**src/rtl/rt_write_dispatch_pkg.sv**
```systemverilog
// Shared constants for the real-time block-write dispatcher: register offsets,
// per-channel quadlet bit positions and FSM state encodings.
package rt_write_dispatch_pkg;

    localparam logic [3:0] OFF_DAC    = 4'h1;
    localparam logic [3:0] OFF_AMP_EN = 4'h0;

    localparam int Q_VALID_BIT    = 31;
    localparam int Q_EN_VALID_BIT = 29;
    localparam int Q_AMP_EN_BIT   = 28;
    localparam int Q_DAC_MSB      = 15;
    localparam int Q_SEQ_MSB      = 15;

    typedef logic [2:0] state_t;

    localparam state_t ST_IDLE       = 3'd0;
    localparam state_t ST_COLLECT    = 3'd1;
    localparam state_t ST_WAIT_GRANT = 3'd2;
    localparam state_t ST_DISPATCH   = 3'd3;
    localparam state_t ST_DONE       = 3'd4;

endpackage

```
**src/rtl/rt_write_dispatch.sv**
```systemverilog
// Collects one real-time block write (sequence quadlet plus one quadlet per motor
// channel) and, when complete, replays it as DAC / amp-enable register writes.
module rt_write_dispatch
    import rt_write_dispatch_pkg::*;
#(
    parameter int NUM_CHAN = 4,
    parameter int ERR_W    = 8
) (
    input  logic             clk,
    input  logic             reset,
    input  logic             blk_wstart,
    input  logic             blk_wen,
    input  logic [5:0]       blk_waddr,
    input  logic [31:0]      blk_wdata,
    input  logic             blk_wdone,
    output logic             bus_req,
    input  logic             bus_grant,
    output logic             reg_wen,
    output logic [7:0]       reg_waddr,
    output logic [31:0]      reg_wdata,
    output logic [15:0]      rt_seq,
    output logic [ERR_W-1:0] err_count,
    output logic             isBusy,
    output logic             done,
    output logic [2:0]       dbg_state
);

    localparam int SLOT_W = (2 * NUM_CHAN > 2) ? $clog2(2 * NUM_CHAN) : 1;
    localparam logic [SLOT_W-1:0] LAST_SLOT = SLOT_W'(2 * NUM_CHAN - 1);

    state_t            state_q, state_d;
    logic [NUM_CHAN:0] mask_q, mask_d;
    logic              bad_q, bad_d;
    logic [SLOT_W-1:0] slot_q, slot_d;
    logic [31:0]       qbuf_q [0:NUM_CHAN];
    logic [31:0]       qbuf_d [0:NUM_CHAN];

    logic              bus_req_q, bus_req_d;
    logic              reg_wen_q, reg_wen_d;
    logic [7:0]        reg_waddr_q, reg_waddr_d;
    logic [31:0]       reg_wdata_q, reg_wdata_d;
    logic [15:0]       rt_seq_q, rt_seq_d;
    logic [ERR_W-1:0]  err_count_q, err_count_d;
    logic              busy_q, busy_d;
    logic              done_q, done_d;

    logic              err_inc;
    logic [3:0]        chan;
    logic [31:0]       chan_q;
    logic              unused_chan_bits;

    // bus_req/bus_grant act as valid/ready: a slot is consumed (and its write,
    // if any, issued) only on a cycle where bus_grant is sampled high while
    // bus_req is asserted; otherwise the slot holds and reg_wen stays low.
    always_comb begin
        state_d     = state_q;
        mask_d      = mask_q;
        bad_d       = bad_q;
        slot_d      = slot_q;
        qbuf_d      = qbuf_q;
        reg_wen_d   = 1'b0;
        reg_waddr_d = reg_waddr_q;
        reg_wdata_d = reg_wdata_q;
        rt_seq_d    = rt_seq_q;
        done_d      = 1'b0;
        err_inc     = 1'b0;
        chan        = 4'(slot_q >> 1) + 4'd1;
        chan_q      = '0;
        for (int i = 1; i <= NUM_CHAN; i++) begin
            if (chan == 4'(i)) chan_q = qbuf_q[i];
        end

        case (state_q)
            ST_IDLE: begin
                if (blk_wstart) begin
                    state_d = ST_COLLECT;
                    mask_d  = '0;
                    bad_d   = 1'b0;
                end
            end
            ST_COLLECT: begin
                if (blk_wstart) begin
                    mask_d = '0;
                    bad_d  = 1'b0;
                end else begin
                    if (blk_wen) begin
                        if (blk_waddr > 6'(NUM_CHAN)) begin
                            bad_d = 1'b1;
                        end else begin
                            for (int i = 0; i <= NUM_CHAN; i++) begin
                                if (blk_waddr == 6'(i)) begin
                                    qbuf_d[i] = blk_wdata;
                                    mask_d[i] = 1'b1;
                                end
                            end
                        end
                    end
                    // Same-cycle quadlet is already folded into mask_d/qbuf_d here.
                    if (blk_wdone) begin
                        if (&mask_d && !bad_d) begin
                            rt_seq_d = qbuf_d[0][Q_SEQ_MSB:0];
                            state_d  = ST_WAIT_GRANT;
                        end else begin
                            err_inc = 1'b1;
                            state_d = ST_IDLE;
                        end
                    end
                end
            end
            ST_WAIT_GRANT: begin
                err_inc = blk_wstart;
                if (bus_grant) begin
                    state_d = ST_DISPATCH;
                    slot_d  = '0;
                end
            end
            ST_DISPATCH: begin
                err_inc = blk_wstart;
                if (bus_grant) begin
                    if (!slot_q[0]) begin
                        reg_wen_d = chan_q[Q_VALID_BIT];
                        if (chan_q[Q_VALID_BIT]) begin
                            reg_waddr_d = {chan, OFF_DAC};
                            reg_wdata_d = {16'd0, chan_q[Q_DAC_MSB:0]};
                        end
                    end else begin
                        reg_wen_d = chan_q[Q_EN_VALID_BIT];
                        if (chan_q[Q_EN_VALID_BIT]) begin
                            reg_waddr_d = {chan, OFF_AMP_EN};
                            reg_wdata_d = {31'd0, chan_q[Q_AMP_EN_BIT]};
                        end
                    end
                    if (slot_q == LAST_SLOT) state_d = ST_DONE;
                    else                     slot_d  = slot_q + SLOT_W'(1);
                end
            end
            ST_DONE: begin
                err_inc = blk_wstart;
                done_d  = 1'b1;
                state_d = ST_IDLE;
            end
            default: state_d = ST_IDLE;
        endcase

        bus_req_d   = (state_d == ST_WAIT_GRANT) || (state_d == ST_DISPATCH);
        busy_d      = (state_d != ST_IDLE);
        err_count_d = (err_inc && (err_count_q != '1)) ? err_count_q + ERR_W'(1) : err_count_q;
    end

    assign unused_chan_bits = ^{chan_q[30], chan_q[27:16]};

    always_ff @(posedge clk) begin
        if (reset) begin
            state_q     <= ST_IDLE;
            mask_q      <= '0;
            bad_q       <= 1'b0;
            slot_q      <= '0;
            bus_req_q   <= 1'b0;
            reg_wen_q   <= 1'b0;
            reg_waddr_q <= '0;
            reg_wdata_q <= '0;
            rt_seq_q    <= '0;
            err_count_q <= '0;
            busy_q      <= 1'b0;
            done_q      <= 1'b0;
        end else begin
            state_q     <= state_d;
            mask_q      <= mask_d;
            bad_q       <= bad_d;
            slot_q      <= slot_d;
            bus_req_q   <= bus_req_d;
            reg_wen_q   <= reg_wen_d;
            reg_waddr_q <= reg_waddr_d;
            reg_wdata_q <= reg_wdata_d;
            rt_seq_q    <= rt_seq_d;
            err_count_q <= err_count_d;
            busy_q      <= busy_d;
            done_q      <= done_d;
        end
    end

    // Quadlet storage is qualified by the mask, so it carries no reset.
    always_ff @(posedge clk) begin
        qbuf_q <= qbuf_d;
    end

    assign bus_req   = bus_req_q;
    assign reg_wen   = reg_wen_q;
    assign reg_waddr = reg_waddr_q;
    assign reg_wdata = reg_wdata_q;
    assign rt_seq    = rt_seq_q;
    assign err_count = err_count_q;
    assign isBusy    = busy_q;
    assign done      = done_q;
    assign dbg_state = state_q;

endmodule

```
**config.mk**
```make
export PLATFORM = sky130hd
export DESIGN_NAME = rt_write_dispatch
export DESIGN_NICKNAME = d
export VERILOG_FILES = /design/src/rtl/rt_write_dispatch_pkg.sv /design/src/rtl/rt_write_dispatch.sv
export SDC_FILE = /design/constraint.sdc
export NUM_CORES = 1
export LEC_CHECK = 0
export CAP_MARGIN = 0
export CORE_MARGIN = 2
export CORE_UTILIZATION = 47
export CTS_CLUSTER_SIZE = 10
export DETAILED_ROUTE_END_ITERATION = 12
export GPL_ROUTABILITY_DRIVEN = 0
export PLACE_DENSITY = 0.88
export REMOVE_ABC_BUFFERS = 1
export SLEW_MARGIN = 20
export SYNTH_ARGS = -nofsm -noshare
export SYNTH_HDL_FRONTEND = slang
export SYNTH_SLANG_ARGS = --single-unit
```
**constraint.sdc**
```tcl
create_clock -name clk -period 3.65 [get_ports clk]
set_input_delay 0.73 -clock clk [delete_from_list [all_inputs] [get_ports clk]]
set_output_delay 0.73 -clock clk [all_outputs]
set_load 0.005 [all_outputs]
```
==> results.sh, run 1 <==
export IMPL_critPathMaxStageDelay_ps=560
export IMPL_synth_edf_count=92
export IMPL_synth_area_sq_um=6280
export IMPL_switching_share_pct=19.8
export IMPL_avgSynthCellArea_sq_um=12.2
export IMPL_power_internal_w=0.00302
export IMPL_cts_sinks=152
export IMPL_cts_root_buf="clkbuf_16"
export IMPL_vias=4330
export IMPL_slowest_stage="ha_1"
export IMPL_drv_slew=0
export IMPL_crit_family="compound AO/OA/AOI/OAI gates"
export IMPL_final_hold_violation_count=0
export IMPL_hold_start="reg_wdata[4]"
export IMPL_numCtsBuffers=17
export IMPL_num_rows=42
export IMPL_clock_path_buffers=2
export IMPL_firstDrtPassIters=5
export IMPL_die_x_um=120
export IMPL_p_seq_share_pct=48.6
export IMPL_rsz0062_at_grt="no"
export IMPL_finalSetupTns_ps=0
export IMPL_regToRegSetupSlack_ps=710
export IMPL_port_buffers=81
export IMPL_mostFrequentLayoutCells="edfxtp_1, clkdlybuf4s50_1, dfxtp_1"
export IMPL_yosysWarnings=0
export IMPL_synth_seq_area_share_pct=63.1
export IMPL_io_pins=115
export IMPL_ys_ff_latch=152
export IMPL_synth_cells=514
export IMPL_required_ps=3940
export IMPL_drt_first_iter_violations=389
export IMPL_synth_async_reset_ratio_pct=0
export IMPL_setup_violations=0
export IMPL_hold_depth=2
export IMPL_slew_headroom_pct=62.8
export IMPL_n_fill_cell=1010
export IMPL_htree_levels=4
export IMPL_ff2ff_path_depth=9
export IMPL_switchingPower_w=0.000747
export IMPL_powerDensity_nw_per_um2=481
export IMPL_area_delta_synth_final_pct=24.7
export IMPL_post_cts_setup_buffers=0
export IMPL_grt_max_degree=38
export IMPL_drc_errors=0
export IMPL_criticalPathCategory="flip-flop to flip-flop"
export IMPL_fin_crit_ps=2940
export IMPL_path_buf_inv=2
export IMPL_viasPerCell=5.49
export IMPL_die_height_um=120
export IMPL_layout_drive_gt1_share_pct=12.7
export IMPL_peakVddDrop_v=0.000331
export IMPL_r2r_end="reg_wdata[3]"
export IMPL_ys_flop_type="edfxtp_1"
export IMPL_start_util_pct=47.8
export IMPL_track_usage_pct=19.5
export IMPL_p_leak_nw=2.70
export IMPL_fin_crit_sh_pct=80.7
export IMPL_netlist_area_leader_share_pct=44.0
export IMPL_hold_end="reg_wdata[4]"
export IMPL_dp_hpwl_mm=8.69
export IMPL_clock_latency_ps=420
export IMPL_postCtsHoldBufs=0
export IMPL_worstMarginPinSlew_ps=558
export IMPL_yosysUniqueCellTypes=49
export IMPL_ant_nets=0
export IMPL_cap_violations=0
export IMPL_antenna_found_initial=0
export IMPL_grt_pass1_vias=4336
export IMPL_status="finished clean"
export IMPL_grt_pass1_wl_mm=21.4
export IMPL_core_sq_um=13100
export IMPL_cts_tree="built"
export IMPL_cp_common_cell="buf_4"
export IMPL_cp_end_kind="flip-flop"
export IMPL_yosys_area_top_type="edfxtp_1"
export IMPL_path_cells="ha_1 > nor2b_1 > buf_4 > a221o_1 > a311oi_1 > a211o_1 > buf_4 > or3_1 > a21oi_1"
export IMPL_hold_class="flip-flop to flip-flop"
export IMPL_wl_per_cell_um=17.2
export IMPL_nets=650
export IMPL_startpoint="slot_q[1]"
export IMPL_cts_resized=0
export IMPL_grt_overflow_total=0
export IMPL_combPwrFrac_pct=2.9
export IMPL_worst_path_max_fanout=37
export IMPL_clockPowerShare_pct=48.6
export IMPL_die_area_sq_um=14300
export IMPL_r2r_start="slot_q[1]"
export IMPL_mostFrequentLayoutCell="edfxtp_1"
export IMPL_finalWirelength_mm=13.6
export IMPL_synthTopCellsByArea="edfxtp_1, dfxtp_1, a21oi_1, nor2_1, mux2i_1"
export IMPL_num_antenna_cells=0
export IMPL_worstPathArrival_ps=3240
export IMPL_pre_cts_ws_ps=334
export IMPL_fin_hold_ws_ps=451
export IMPL_fin_skew_ps=5.20
export IMPL_fmax_mhz=340
export IMPL_startpoint_type="flip-flop"
export IMPL_clk_pin_slew_ps=60
export IMPL_worst_slack_ps=706
==> power groups by stage <==
stage | Sequential, W | Combinational (W) | Clock [W]
floorplan | 0.00187 | 0.0000308 | 0
global placement | 0.00187 | 0.000101 | 0
detailed placement | 0.00187 | 0.000106 | 0
CTS | 0.00183 | 0.000106 | 0.00185
global route | 0.00183 | 0.000116 | 0.00191
finish | 0.00183 | 0.000108 | 0.00183
==> worst register-to-register path, delay by kind of cell (launching register included) <==
kind            cells  cell delay [ps]
buf+inv             2              550
flops               1              460
fa+ha+maj           1              560
simple gates        2              310
compound gates      4              930
==> sequential cells by signal, indices dropped and copies added (netlist names) <==
name / flops
isBusy: 1
mask_q: 5
rt_seq: 16
err_count: 8
dbg_state: 3
reg_wdata: 16
qbuf_q: 92
done: 1
reg_waddr: 4
bad_q: 1
slot_q: 3
bus_req: 1
reg_wen: 1
==> kinds of logic after synthesis <==
family / after synthesis / share of synthesized area, %
simple gates: 175 / 14.2
flops: 152 / 63.1
compound gates: 83 / 8.41
buf+inv: 54 / 5.02
mux: 41 / 7.67
fa+ha+maj: 7 / 1.39
other cells: 1 / 0.0597
xor+xnor: 1 / 0.139
==> cells in the mapped netlist (all sizes together), types with 5 or more instances <==
master  instances
a21oi          45
a221oi         15
buf            31
clkbuf         19
dfxtp          60
edfxtp         92
ha              7
mux2           20
mux2i          20
nand2          34
nand2b          7
nand3           5
nor2           59
nor2b          10
nor3           18
o21ai           7
or3            18
==> through the flow <==
step | instances | utilization (%) | area [sq um] | total power (W)
2_1_floorplan | 483 | - | 6050 | 0.00190
3_3_place_gp | 756 | 54.9 | 7210 | 0.00197
5_1_grt | 788 | 59.6 | 7830 | 0.00386
3_5_place_dp | 756 | 54.9 | 7210 | 0.00197
4_1_cts | 788 | 59.6 | 7830 | 0.00379
6_report | 788 | 59.6 | 7830 | 0.00377
==> final cells by class <==
cell class | count | area, sq um | share of cell area [%]
clock buffer | 18 | 429 | 5.48
sequential | 152 | 3960 | 50.6
multi-input combinational | 327 | 2080 | 26.6
timing repair buffer | 97 | 926 | 11.8
tap | 176 | 220 | 2.81
clock inverter | 14 | 195 | 2.49
inverter | 4 | 15.0 | 0.192
==> how the worst max path moves through the flow <==
stage          cells after the start            to
6_report                           9  reg_wdata[3]
5_1_grt                            9  reg_wdata[0]
4_1_cts                            9  reg_wdata[3]
3_5_place_dp                       8     rt_seq[6]
3_3_place_gp                       8     rt_seq[0]
2_1_floorplan                      2    qbuf_q[64]
==> per-layer routing <==
layer  share of wire, %  wire [um]  track usage [%]  up-vias
met2                 50       6860             32.7      183
met5                  0          0                0        -
li1                   -          -                -     2013
met3                5.5        741             3.90       36
met1                 41       5630             23.2     2098
met4                2.6        352             11.5        0
(Power assumes the default switching activity.)
==> run 2, diff against run 1 <==
clock period = 2.7 ns   (was 3.65 ns; I/O delays follow)
==> run 2 against run 1 <==
Compared with the run above:
- total power rose by 36%
- clock power rose by 37%
- via count rose by 0.39%
- final cell count rose by 1.8%
- critical path depth fell by 1
- global-route usage rose by 0.80 points
- wire length rose by 0.86%
- highest routed layer unchanged
==> results.sh, run 2 (same netlist as run 1, synthesis figures left out) <==
export IMPL_core_sq_um=13100
export IMPL_layout_drive_gt1_share_pct=14.9
export IMPL_fin_hold_ws_ps=451
export IMPL_final_hold_violation_count=0
export IMPL_critPathMaxStageDelay_ps=470
export IMPL_worst_path_max_fanout=17
export IMPL_hold_class="flip-flop to flip-flop"
export IMPL_grt_pass1_vias=4424
export IMPL_p_leak_nw=2.81
export IMPL_nets=664
export IMPL_r2r_start="dbg_state[1]"
export IMPL_fmax_mhz=389
export IMPL_worstPathArrival_ps=2870
export IMPL_cts_root_buf="clkbuf_16"
export IMPL_mostFrequentLayoutCells="edfxtp_1, clkdlybuf4s50_1, dfxtp_1"
export IMPL_post_cts_setup_buffers=0
export IMPL_grt_overflow_total=0
export IMPL_dp_hpwl_mm=9.13
export IMPL_io_pins=115
export IMPL_largest_reg_flops=92
export IMPL_rsz0062_at_grt="no"
export IMPL_port_buffers=81
export IMPL_hold_end="reg_wdata[7]"
export IMPL_mostFrequentLayoutCell="edfxtp_1"
export IMPL_hold_start="reg_wdata[7]"
export IMPL_numCtsBuffers=17
export IMPL_htree_levels=4
export IMPL_clock_latency_ps=420
export IMPL_start_util_pct=47.8
export IMPL_largest_register="qbuf_q"
export IMPL_fin_crit_sh_pct=95.3
export IMPL_status="finished clean"
export IMPL_fin_skew_ps=7.17
export IMPL_required_ps=3000
export IMPL_viasPerCell=5.42
export IMPL_die_x_um=120
export IMPL_vias=4347
export IMPL_slowest_stage="clkdlybuf4s50_1"
export IMPL_drt_first_iter_violations=345
export IMPL_cts_resized=0
export IMPL_hold_depth=2
export IMPL_finalWirelength_mm=13.7
export IMPL_cts_tree="built"
export IMPL_cap_violations=0
export IMPL_clk_pin_slew_ps=60
export IMPL_ff2ff_path_depth=6
export IMPL_num_antenna_cells=0
export IMPL_drv_slew=0
export IMPL_postCtsHoldBufs=0
export IMPL_cts_sinks=152
export IMPL_firstDrtPassIters=5
export IMPL_finalSetupTns_ps=0
export IMPL_cp_common_cell="or3_1"
export IMPL_drc_errors=0
export IMPL_path_cells="clkdlybuf4s50_1 > or3b_1 > or3_1 > or3_1 > buf_12 > mux2_4 > mux2i_1 > nor2_1"
export IMPL_grt_max_degree=44
export IMPL_peakVddDrop_v=0.000384
export IMPL_area_delta_synth_final_pct=27.5
export IMPL_startpoint_type="input port"
export IMPL_criticalPathCategory="input port to flip-flop"
export IMPL_die_area_sq_um=14300
export IMPL_regToRegSetupSlack_ps=180
export IMPL_setup_violations=0
export IMPL_slew_headroom_pct=60.3
export IMPL_fin_crit_ps=2570
export IMPL_r2r_end="reg_wdata[6]"
export IMPL_powerDensity_nw_per_um2=641
export IMPL_cp_end_kind="flip-flop"
export IMPL_num_rows=42
export IMPL_worstMarginPinSlew_ps=595
export IMPL_die_height_um=120
export IMPL_grt_pass1_wl_mm=22.5
export IMPL_ant_nets=0
export IMPL_antenna_found_initial=0
export IMPL_clock_path_buffers=2
export IMPL_track_usage_pct=20.3
export IMPL_wl_per_cell_um=17.1
export IMPL_n_fill_cell=1025
==> run 2: worst max path at each step <==
stage | slack, ps | start | endpoint
floorplan | -670 | blk_wstart | qbuf_q[64]
global placement | -210 | blk_wen | rt_seq[4]
global route | 20 | blk_wen | rt_seq[13]
detailed placement | -260 | blk_wen | rt_seq[11]
finish | 130 | blk_wen | rt_seq[13]
CTS | 140 | blk_wen | rt_seq[13]
==> run 2: cell type report <==
cell class / count / area [sq um] / share of cell area, %
sequential: 152 / 3960 / 49.5
tap: 176 / 220 / 2.75
multi-input combinational: 327 / 2080 / 26.0
clock buffer: 18 / 439 / 5.48
inverter: 4 / 15.0 / 0.187
timing repair buffer: 111 / 1090 / 13.7
clock inverter: 14 / 195 / 2.44
==> run 2: power breakdown <==
part	switching [W]	internal [W]
logic	0.0000826	0.0000724
registers	0.00000657	0.00247
clock network	0.000932	0.00158
==> run 2: metrics by stage <==
| stage | instance area [sq um] | util (%) | worst slack (ps) | total power, W | std cells |
|---|---|---|---|---|---|
| CTS | 8010 | 61.0 | 135 | 0.00517 | 802 |
| global placement | 7380 | 56.1 | -208 | 0.00267 | 770 |
| finish | 8010 | 61.0 | 128 | 0.00514 | 802 |
| detailed placement | 7380 | 56.1 | -263 | 0.00268 | 770 |
| floorplan | 6050 | - | -673 | 0.00256 | 483 |
| global route | 8010 | 61.0 | 21.5 | 0.00528 | 802 |
==> run 2: per-layer routing <==
metal | global-route usage (%) | wire length (um) | share of wire [%]
met2 | 34.1 | 6990 | 51
met5 | 0 | 0 | 0
met3 | 4.99 | 696 | 5.1
met1 | 24.7 | 5710 | 42
met4 | 9.04 | 294 | 2.1
==> run 2: worst max-delay path: cells and delay by family <==
kind / cells / cell delay [ps]
buffers and inverters: 2 / 650
AND/OR/NAND/NOR: 4 / 1170
multiplexers: 2 / 490
==> run 3, diff against run 2 <==
CORE_UTILIZATION = 49   (was 47)
CTS_BUF_LIST = sky130_fd_sc_hd__clkbuf_8   (was unset)
CTS_CLUSTER_DIAMETER = 120   (was unset)
CTS_CLUSTER_SIZE = unset   (was 10)
PLACE_DENSITY = 0.9   (was 0.88)
==> run 3 against run 2 <==
Compared with the run above:
- utilization rose by 1.2 points
- global-route usage rose by 1.1 points
- fmax barely moved
- critical path depth rose by 1
- cell area fell by 2.4%
- total power fell by 13%
- hold slack improved by 6.1 ps
- die area fell by 3.9%
- clock skew rose by 3.7 ps
==> results.sh, run 3 (same netlist as run 1, synthesis figures left out) <==
export IMPL_status="finished clean"
export IMPL_p_leak_nw=2.71
export IMPL_track_usage_pct=21.3
export IMPL_cts_sinks=152
export IMPL_die_area_sq_um=13700
export IMPL_die_x_um=117
export IMPL_slew_headroom_pct=57.0
export IMPL_peakVddDrop_v=0.000285
export IMPL_fmax_mhz=389
export IMPL_startpoint_type="input port"
export IMPL_ant_nets=0
export IMPL_layout_drive_gt1_share_pct=14.7
export IMPL_worstPathArrival_ps=2890
export IMPL_final_hold_violation_count=0
export IMPL_numCtsBuffers=17
export IMPL_required_ps=3010
export IMPL_mostFrequentLayoutCell="edfxtp_1"
export IMPL_io_pins=115
export IMPL_dp_hpwl_mm=8.90
export IMPL_grt_max_degree=34
export IMPL_n_fill_cell=910
export IMPL_rsz0062_at_grt="no"
export IMPL_clk_pin_slew_ps=80
export IMPL_utilization_pct=62.2
export IMPL_place_inst=766
export IMPL_start_util_pct=50.0
export IMPL_powerDensity_nw_per_um2=572
export IMPL_grt_pass1_vias=4320
export IMPL_clock_latency_ps=440
export IMPL_viasPerCell=5.51
export IMPL_fin_skew_ps=10.9
export IMPL_core_sq_um=12600
export IMPL_num_rows=41
export IMPL_clock_path_buffers=2
export IMPL_largest_reg_flops=92
export IMPL_criticalPathCategory="input port to flip-flop"
export IMPL_largest_register="qbuf_q"
export IMPL_drt_first_iter_violations=328
export IMPL_post_cts_setup_buffers=0
export IMPL_fin_crit_sh_pct=95.3
export IMPL_setup_violations=0
export IMPL_htree_levels=4
export IMPL_worst_path_max_fanout=16
export IMPL_area_delta_synth_final_pct=24.4
export IMPL_num_antenna_cells=0
export IMPL_fin_crit_ps=2570
export IMPL_cp_end_kind="flip-flop"
export IMPL_nets=664
export IMPL_final_cells=798
export IMPL_grt_overflow_total=0
export IMPL_worstMarginPinSlew_ps=645
export IMPL_worst_slack_ps=126
export IMPL_fin_hold_ws_ps=457
export IMPL_hold_class="flip-flop to flip-flop"
export IMPL_cts_tree="built"
export IMPL_antenna_found_initial=0
export IMPL_finalWirelength_mm=14.1
export IMPL_grt_pass1_wl_mm=22.0
export IMPL_vias=4400
export IMPL_cap_violations=0
export IMPL_wl_per_cell_um=17.7
export IMPL_cts_root_buf="clkbuf_8"
export IMPL_postCtsHoldBufs=0
export IMPL_cts_resized=0
export IMPL_die_height_um=117
export IMPL_firstDrtPassIters=5
export IMPL_mostFrequentLayoutCells="edfxtp_1, clkdlybuf4s50_1, dfxtp_1"
export IMPL_regToRegSetupSlack_ps=160
export IMPL_port_buffers=81
export IMPL_drc_errors=0
export IMPL_drv_slew=0
export IMPL_pre_cts_ws_ps=-307
run 3: worst max-delay path, cell delays in order:
cell	delay [ps]
clkdlybuf4s50_1	440
or3b_1	430
buf_4	160
a211oi_1	270
nor2_1	120
nor4_4	400
buf_12	230
mux2i_1	230
nor2_1	50
run 3: layer usage:
layer  routed length, um  vias to the layer above  GRT usage (%)
met5                   0                        -              0
met4                 365                        0           11.1
met3                1080                       29           4.38
met2                7170                      225           35.8
met1                5500                     2111           26.2
li1                    -                     2035              -
run 3: per-stage QoR:
step                cell area [sq um]  setup TNS [ps]  total power [W]
CTS                              7820               0          0.00449
global placement                 7380           -6250          0.00267
detailed placement               7380           -8430          0.00267
floorplan                        6050          -36650          0.00256
finish                           7820               0          0.00447
global route                     7820               0          0.00459
run 3: final cells by class:
| cell class | instances | area (sq um) | area share, % |
|---|---|---|---|
| Clock buffer | 18 | 248 | 3.17 |
| Sequential cell | 152 | 3960 | 50.7 |
| Inverter | 4 | 15.0 | 0.192 |
| Multi-Input combinational cell | 327 | 2080 | 26.7 |
| Timing Repair Buffer | 111 | 1110 | 14.2 |
| Clock inverter | 14 | 184 | 2.35 |
| Tap cell | 172 | 215 | 2.75 |
run 3: where the power goes:
part           switching [W]  internal [W]  total (W)
clock               0.000820       0.00102    0.00184
combinational      0.0000837     0.0000726   0.000156
sequential        0.00000645       0.00246    0.00247
run 3: worst paths after layout:
check	endpoint	startpoint	cells after the start
worst max-delay path	rt_seq[3]	blk_waddr[5]	9
worst min-delay path	reg_wdata[12]	reg_wdata[12]	2
worst max register to register	reg_wdata[11]	slot_q[2]	9
worst min register to register	reg_wdata[12]	reg_wdata[12]	2
